File: src/rtl/lc4_div_iter.sv
// Iterative 16-bit restoring divider for LC4 DIV/MOD: one quotient bit per RUN cycle.
// Define DIV_FAST_ZERO_EN to resolve zero divisor/dividend requests one cycle after accept.

module cla16 (
  input  logic [15:0] a,
  input  logic [15:0] b,
  input  logic        cin,
  output logic [15:0] sum,
  output logic        cout
);
  logic [15:0] g, p;
  logic [3:0]  gg, pg;
  logic [4:0]  bc;

  assign g = a & b;
  assign p = a ^ b;

  for (genvar k = 0; k < 4; k++) begin : g_blk
    logic [3:0] gb, pb, cb;
    assign gb = g[4*k +: 4];
    assign pb = p[4*k +: 4];
    assign cb[0] = bc[k];
    assign cb[1] = gb[0] | (pb[0] & bc[k]);
    assign cb[2] = gb[1] | (pb[1] & gb[0]) | (pb[1] & pb[0] & bc[k]);
    assign cb[3] = gb[2] | (pb[2] & gb[1]) | (pb[2] & pb[1] & gb[0])
                 | (pb[2] & pb[1] & pb[0] & bc[k]);
    assign gg[k] = gb[3] | (pb[3] & gb[2]) | (pb[3] & pb[2] & gb[1])
                 | (pb[3] & pb[2] & pb[1] & gb[0]);
    assign pg[k] = &pb;
    assign sum[4*k +: 4] = pb ^ cb;
  end

  // Second-level lookahead: block carries expanded directly from cin.
  assign bc[0] = cin;
  assign bc[1] = gg[0] | (pg[0] & cin);
  assign bc[2] = gg[1] | (pg[1] & gg[0]) | (pg[1] & pg[0] & cin);
  assign bc[3] = gg[2] | (pg[2] & gg[1]) | (pg[2] & pg[1] & gg[0])
               | (pg[2] & pg[1] & pg[0] & cin);
  assign bc[4] = gg[3] | (pg[3] & gg[2]) | (pg[3] & pg[2] & gg[1])
               | (pg[3] & pg[2] & pg[1] & gg[0])
               | (pg[3] & pg[2] & pg[1] & pg[0] & cin);
  assign cout  = bc[4];
endmodule

module lc4_div_iter #(
  parameter int unsigned ITERS = 16
) (
  input  logic        clk,
  input  logic        rst,
  input  logic        gwe,
  input  logic        in_valid,
  output logic        in_ready,
  input  logic [15:0] dividend,
  input  logic [15:0] divisor,
  output logic        out_valid,
  input  logic        out_ready,
  output logic [15:0] quotient,
  output logic [15:0] remainder
);
  localparam int unsigned CW = $clog2(ITERS);

  typedef enum logic [1:0] {S_IDLE, S_RUN, S_DONE} state_t;

  state_t          state_q, state_d;
  logic [15:0]     dvd_q, dvd_d;
  logic [15:0]     rem_q, rem_d;
  logic [15:0]     dsr_q, dsr_d;
  logic            dz_q, dz_d;
  logic [CW-1:0]   cnt_q, cnt_d;
  logic [15:0]     quot_q, quot_d;
  logic [15:0]     remo_q, remo_d;

  logic [16:0]     shifted;
  logic [15:0]     diff;
  logic            no_borrow;
  logic            take;
  logic [15:0]     rem_step;
  logic [15:0]     dvd_step;

  assign shifted = {rem_q, dvd_q[15]};

  // shifted[15:0] + ~divisor + 1: carry-out means shifted[15:0] >= divisor.
  cla16 u_sub (
    .a    (shifted[15:0]),
    .b    (~dsr_q),
    .cin  (1'b1),
    .sum  (diff),
    .cout (no_borrow)
  );

  assign take     = shifted[16] | no_borrow;
  assign rem_step = take ? diff : shifted[15:0];
  assign dvd_step = {dvd_q[14:0], take};

  always_comb begin
    state_d = state_q;
    dvd_d   = dvd_q;
    rem_d   = rem_q;
    dsr_d   = dsr_q;
    dz_d    = dz_q;
    cnt_d   = cnt_q;
    quot_d  = quot_q;
    remo_d  = remo_q;
    case (state_q)
      S_IDLE: begin
        if (in_valid) begin
          dsr_d   = divisor;
          dz_d    = (divisor == '0);
          dvd_d   = dividend;
          rem_d   = '0;
          cnt_d   = CW'(ITERS - 1);
          state_d = S_RUN;
`ifdef DIV_FAST_ZERO_EN
          if (divisor == '0 || dividend == '0) begin
            quot_d  = '0;
            remo_d  = '0;
            state_d = S_DONE;
          end
`endif
        end
      end
      S_RUN: begin
        rem_d = rem_step;
        dvd_d = dvd_step;
        if (cnt_q == '0) begin
          quot_d  = dz_q ? '0 : dvd_step;
          remo_d  = dz_q ? '0 : rem_step;
          state_d = S_DONE;
        end else begin
          cnt_d = cnt_q - 1'b1;
        end
      end
      S_DONE: begin
        if (out_ready) state_d = S_IDLE;
      end
      default: state_d = S_IDLE;
    endcase
  end

  always_ff @(posedge clk) begin
    if (rst) begin
      state_q <= S_IDLE;
      dvd_q   <= '0;
      rem_q   <= '0;
      dsr_q   <= '0;
      dz_q    <= 1'b0;
      cnt_q   <= '0;
      quot_q  <= '0;
      remo_q  <= '0;
    end else if (gwe) begin
      state_q <= state_d;
      dvd_q   <= dvd_d;
      rem_q   <= rem_d;
      dsr_q   <= dsr_d;
      dz_q    <= dz_d;
      cnt_q   <= cnt_d;
      quot_q  <= quot_d;
      remo_q  <= remo_d;
    end
  end

  assign in_ready  = (state_q == S_IDLE);
  assign out_valid = (state_q == S_DONE);
  assign quotient  = quot_q;
  assign remainder = remo_q;
endmodule

File: config.mk
export PLATFORM = sky130hd
export DESIGN_NAME = lc4_div_iter
export DESIGN_NICKNAME = d
export VERILOG_FILES = /design/src/rtl/lc4_div_iter.sv
export SDC_FILE = /design/constraint.sdc
export NUM_CORES = 1
export LEC_CHECK = 0
export CELL_PAD_IN_SITES_DETAIL_PLACEMENT = 1
export CELL_PAD_IN_SITES_GLOBAL_PLACEMENT = 2
export CORE_MARGIN = 1.5
export CORE_UTILIZATION = 31
export CTS_CLUSTER_SIZE = 12
export DETAILED_ROUTE_END_ITERATION = 6
export GPL_ROUTABILITY_DRIVEN = 0
export PLACE_DENSITY = 0.76
export SYNTH_ARGS = -nofsm -noshare
export SYNTH_HDL_FRONTEND = slang
export SYNTH_SLANG_ARGS = --single-unit
File: constraint.sdc
create_clock -name clk -period 3.1 [get_ports clk]
set_clock_uncertainty 0.15 [all_clocks]
set_input_delay 0.31 -clock clk [delete_from_list [all_inputs] [get_ports clk]]
set_output_delay 0.31 -clock clk [all_outputs]
set_load 0.005 [all_outputs]
* Word level (Yosys, flattened, before mapping)
Index checks and enable logic that the tools add are counted.
** Word-level totals
- Register bits after elaboration :: 87
- Input port bits :: 37
- Output and inout bits :: 34
** Cells by class
- $add $sub $neg :: 1
- Equal/unequal tests :: 6
- Muxes and demuxes :: 14
- Bitwise logic cells :: 119
- Reductions and logical operators :: 13
** Operators by type and width (number)
- 16-bit 2-to-1 mux :: 5
- 1-bit AND :: 65
- 16-bit case mux with 2 select lines :: 2
- 1-bit OR :: 47
- 4-bit AND reduction :: 6
- 16-bit AND :: 1
- 16-bit logical NOT :: 1
- 16-bit NOT :: 1
- 16-bit XOR :: 1
- 4-bit XOR :: 4
- 3-bit AND reduction :: 3
- 4-bit 2-to-1 mux :: 2
- 4-bit case mux with 2 select lines :: 1
- 2-bit 2-to-1 mux :: 3
- 2-bit inequality test (second input constant) :: 3
- 2-bit case mux with 3 select lines :: 1
- 4-bit logical NOT :: 1
- 4-bit by 1-bit subtractor with 4-bit output (second input constant) :: 1
- 2-bit by 1-bit == test with 1-bit output (second input constant) :: 1
- 2-bit == test (second input constant) :: 1
- 2-bit logical NOT :: 1
- 2-bit by 1-bit inequality test with 1-bit output (second input constant) :: 1
- 2-bit nonzero test :: 1

* Longest topological paths before layout
- Depth in word-level cells :: 15
- Gate-level depth with buffers :: 11
- Depth with buffers taken out :: 11

* Modules after synthesis
Synthesis repeated with hierarchy kept, for this count alone.
** Second synthesis, totals
- Cell total of the unflattened synthesis :: 533
- Area, all modules :: 4494.3 um^2
** By module, submodules not included
- lc4_div_iter :: instances 1, cells an instance 429, area each 3674.8 um^2, seq. area each 1741.7 um^2
- cla16 :: instances 1, cells an instance 104, area each 819.5 um^2, seq. area each 0.0 um^2

* Worst setup path after synthesis
No wires, ideal clock.
- Path type :: reg2reg
- Start :: register dsr_q[5]
- End :: register rem_q[10]
- Library setup time :: 0.125 ns
- Arrival :: 2.108 ns
- Required time :: 2.825 ns
- Slack :: 0.717 ns
- Stages on the path, launching flop included :: 11
- Buffers on the path :: 1
- Period minus slack after synthesis :: 2.383 ns
- Path through :: dfxtp_1 inv_1 ha_1 nand3_1 or2_1 a2bb2oi_2 o21a_4 o21ai_4 buf_12 mux2i_1 o21ai_1
** Between the ends
- Cells in the longest elaborated chain, start to end :: 12
** Ends and longest elaborated chain
- from (decl) :: RTL line 67 : logic [15:0] dsr_q, dsr_d;
- from (signal assigned) :: RTL line 154 : dsr_q <= dsr_d;
- 16-bit NOT (*) :: RTL line 85 : .b (~dsr_q),
- 16-bit AND / 16-bit XOR (equally long branches) :: RTL line 15, 16
- 1-bit AND (on tied branches) :: RTL line 27, 28
- 1-bit OR / 1-bit AND (equally long branches) :: RTL line 27, 28
- 1-bit OR :: RTL line 28 : | (pb[3] & pb[2] & pb[1] & gb[0]);
- 1-bit OR / 1-bit AND (equally long branches) :: RTL line 36, 39
- 1-bit OR (on tied branches) :: RTL line 36, 39
- 1-bit AND / 1-bit OR (equally long branches) :: RTL line 24, 40
- 1-bit OR (on tied branches) :: RTL line 24, 41
- 4-bit XOR / 1-bit OR (equally long branches) :: RTL line 30, 91
- 16-bit 2-to-1 mux (*) :: RTL line 92 : assign rem_step = take ? diff : shifted[15:0];
- 16-bit case mux with 2 select lines (*) :: RTL line 104 : case (state_q)
- to (signal assigned) :: RTL line 153 : rem_q <= rem_d;
- to (decl) :: RTL line 66 : logic [15:0] rem_q, rem_d;
Every way passes the cells marked *; elsewhere a longest branch is shown, timed or not.
A chain may end at the register's enable or synchronous reset.

* Final worst setup path
- Start :: register dsr_q[3]
- End :: register rem_q[12]
** Between the ends
- Cells in the longest elaborated chain, start to end :: 12
** Ends and longest elaborated chain
- 16-bit NOT (*) :: RTL line 85
- 16-bit XOR :: RTL line 16 : assign p = a ^ b;
- 1-bit AND (on tied branches) :: RTL line 27, 28
- 1-bit OR, or another cell as far along :: RTL line 27 : assign gg[k] = gb[3] | (pb[3] & gb[2]) | (pb[3] & pb[2] & gb[1])
- 1-bit OR / 1-bit AND (equally long branches) :: RTL line 27, 28
- 1-bit OR :: RTL line 28
- 1-bit AND (on tied branches) :: RTL line 37, 40
- 1-bit OR (on tied branches) :: RTL line 37, 40
- 1-bit OR (on tied branches) :: RTL line 38, 41
- 4-bit XOR / 1-bit OR (equally long branches) :: RTL line 30, 91
- 16-bit 2-to-1 mux (*) :: RTL line 92
- 16-bit case mux with 2 select lines (*) :: RTL line 104
Marks and branches as above.

==> impl_metrics.yaml <==
status:
  status: "finished clean"
synthesis:
  synth-seq-cells: 87
  synth-xor-area-share_pct: 2.12
  synth_fa_ha_area_share_pct: 6.92
  synth_edf_count: 0
  seq_area_frac_synth_pct: 42.2
  synth_ff_type: "dfxtp_1"
  synth_compound_area_share_pct: 19.0
  synth_mux_area_share_pct: 3.88
  synth_top_family_by_area: "simple AND/OR/NAND/NOR gates"
  async_flop_share_pct: 0
  syn-instance-count: 497
  synth_nets: 555
  syn_area_per_cell_sq_um: 8.30
  synthSimpleGateAreaFrac_pct: 20.8
  yosys.cell_types.count: 43
  synth_area_sq_mm: 0.00412
  yosysWarnings: 0
pwr:
  power.density_mw_per_mm2: 569
  max-vdd-ir-drop_mv: 0.322
  p_sw_share_pct: 29.4
  pwr-share-clk_pct: 35.5
  power.total_mw: 3.04
  power_switching_mw: 0.892
  p_int_mw: 2.14
  leakage_nw: 1.94
  power_frac_comb_pct: 24.3
  p_seq_share_pct: 40.1
layout:
  fin_area_sq_mm: 0.00534
  n_antenna_cell: 0
  final_common_cell: "nand2_1"
  fin_util_pct: 41.6
  drive_above_1_share_pct: 6.49
  nets: 623
  area_delta_synth_final_pct: 29.4
  nFillCells: 1542
  final_cell_mix: "nand2_1 (92), dfxtp_1 (87), clkdlybuf4s50_1 (69)"
floorplanning:
  fp.coreArea_sq_mm: 0.0128
  boundaryPins: 71
  die_area_sq_mm: 0.0140
  fp.dieW_um: 118
  die_h_um: 118
  num_rows: 41
  initial_core_util_pct: 32.2
clock_network:
  holdBufCountCts: 0
  clk_pin_slew_ns: 0.06
  cts_tree: "done"
  post_cts_resized: 0
  clock_path_buffers: 2
  post-cts-setup-buffers: 0
  clk_root_buffer_cell: "clkbuf_16"
  numCtsBuffers: 9
  clock_latency_ns: 0.35
  h-tree-depth: 3
  cts_sinks: 87
timing:
  setup_viol_count_final: 0
  period_needed_ns: 2.67
  timing.fmax_ghz: 0.374
  period_share_pct: 86.3
  worst_pin_slew_ns: 0.677
  rsz0062_at_grt: "no"
  drv_slew: 0
  slew_headroom_pct: 54.7
  final.setup.tns_ns: 0
  finalHoldViolations: 0
  timing.final.ws_setup_ns: 0.426
drt:
  vias_per_cell: 4.92
  wire_per_inst_um: 16.0
  drt-initial-drc-count: 180
  postRouteAntennaNets: 0
  drc_errors: 0
  first_pass_iters: 4
  wirelength_mm: 11.8
  num_vias: 3654
worst_setup_path:
  worst-path-buf-inv: 1
  cp_slowest_cell: "fa_1"
  crit_fanout: 3
  crit_path_end_kind: "register"
  crit_top_cell: "nor2_1"
  crit_chain: "inv_1, ha_1, or3_1, o22ai_2, a2bb2oi_2, nor2_1, nor2_1, fa_1, mux2i_1, a22o_1"
  cp_top_family: "adder cells"
  worstSetupPathType: "reg -> reg"
  max_stage_delay_ns: 0.42
  arrival_ns: 2.81
  cp-start-kind: "register"
  required_ns: 3.24
grt:
  antenna_found_initial: 0
  grt_pass1_vias: 3789
  grt_usage_pct: 17.9
  grt_max_degree: 34
  overflow: 0
  grt_pass1_wl_mm: 19.8
placed_design:
  dpl.hpwl_mm: 8.78
  placed_area_sq_mm: 0.00504
  dp_slack_ns: 0.426
  io_buffers: 70
worst_hold_path:
  hold_path.class: "in -> reg"
run:
  maxCapViolCount: 0
[state kept, by name, indices dropped and copies added, names as in the netlist]
name / cells
rem_q: 16
dvd_q: 16
state_q: 2
remainder: 16
dsr_q: 16
cnt_q: 4
dz_q: 1
quotient: 16
[cells by family (layout without fill, tap and decap cells)]
| kind of cell | after synthesis | in the layout |
|---|---|---|
| and+or+nand+nor | 196 | 196 |
| adders and majority gates | 21 | 21 |
| AOI/OAI and AO/OA | 116 | 116 |
| DFF | 87 | 87 |
| buffers and inverters | 51 | 124 |
| xor gates and xnor gates | 10 | 10 |
| muxes | 16 | 16 |
[cell usage after synthesis, types with 4 or more instances]
library cell	count	area share, %
a311oi_1	15	3.2
xnor2_1	7	1.5
o21ai_0	10	1.2
o21ai_1	16	1.9
a211oi_1	4	0.73
mux2i_1	16	3.9
nand2_1	92	8.4
nand2b_1	4	0.61
nor2_1	57	5.2
nor4_1	4	0.61
a21oi_1	42	5.1
ha_1	18	5.5
inv_1	24	2.2
a22o_1	8	1.7
nor3b_1	16	2.9
clkbuf_1	24	2.2
dfxtp_1	87	42
nor3_1	9	1.1
nand3_1	5	0.61
[cell type report]
class | instances | area [sq um] | share of cell area [%]
Inverter | 24 | 90.1 | 1.69
Sequential cell | 87 | 1740 | 32.6
Clock buffer | 14 | 284 | 5.32
Timing Repair Buffer | 84 | 813 | 15.2
Multi-Input combinational cell | 359 | 2180 | 40.9
Tap cell | 172 | 215 | 4.03
Clock inverter | 2 | 12.5 | 0.234
[through the flow]
stage	instances	hold WS (ns)
after global placement	726	0.288
after CTS	742	0.277
after detailed placement	726	0.296
final	742	0.284
after floorplan	497	0.286
after global routing	742	0.300
[metal layers]
metal  vias to the layer above  part of all wire, %  track usage [%]
met3                         8                  3.2             4.78
met2                        50                   45             28.2
li1                       1845                    -                -
met5                         -                    0                0
met4                         0                  1.0             4.42
met1                      1751                   51             24.2
[power by group through the flow]
stage                     Sequential (mW)  Clock, mW  Combinational, mW
final                                1.22       1.08              0.739
after global routing                 1.23       1.16              0.823
after CTS                            1.22       1.11              0.749
after detailed placement             1.24          0              0.745
after global placement               1.24          0              0.731
after floorplan                      1.23          0              0.535
[path summary, 6_finish.rpt]
path / slack [ns] / to / from / depth (start not counted)
worst min register to register: 0.30 / remainder[9]$_SDFFE_PP0P_ / remainder[9]$_SDFFE_PP0P_ / 2
worst max-delay path: 0.43 / rem_q[12]$_SDFFE_PP0P_ / dsr_q[3]$_SDFFE_PP0P_ / 10
worst min-delay path: 0.28 / quotient[1]$_SDFFE_PP0P_ / rst / 2
worst max register to register: 0.43 / rem_q[12]$_SDFFE_PP0P_ / dsr_q[3]$_SDFFE_PP0P_ / 10
Power figures use the tool's default switching activity.
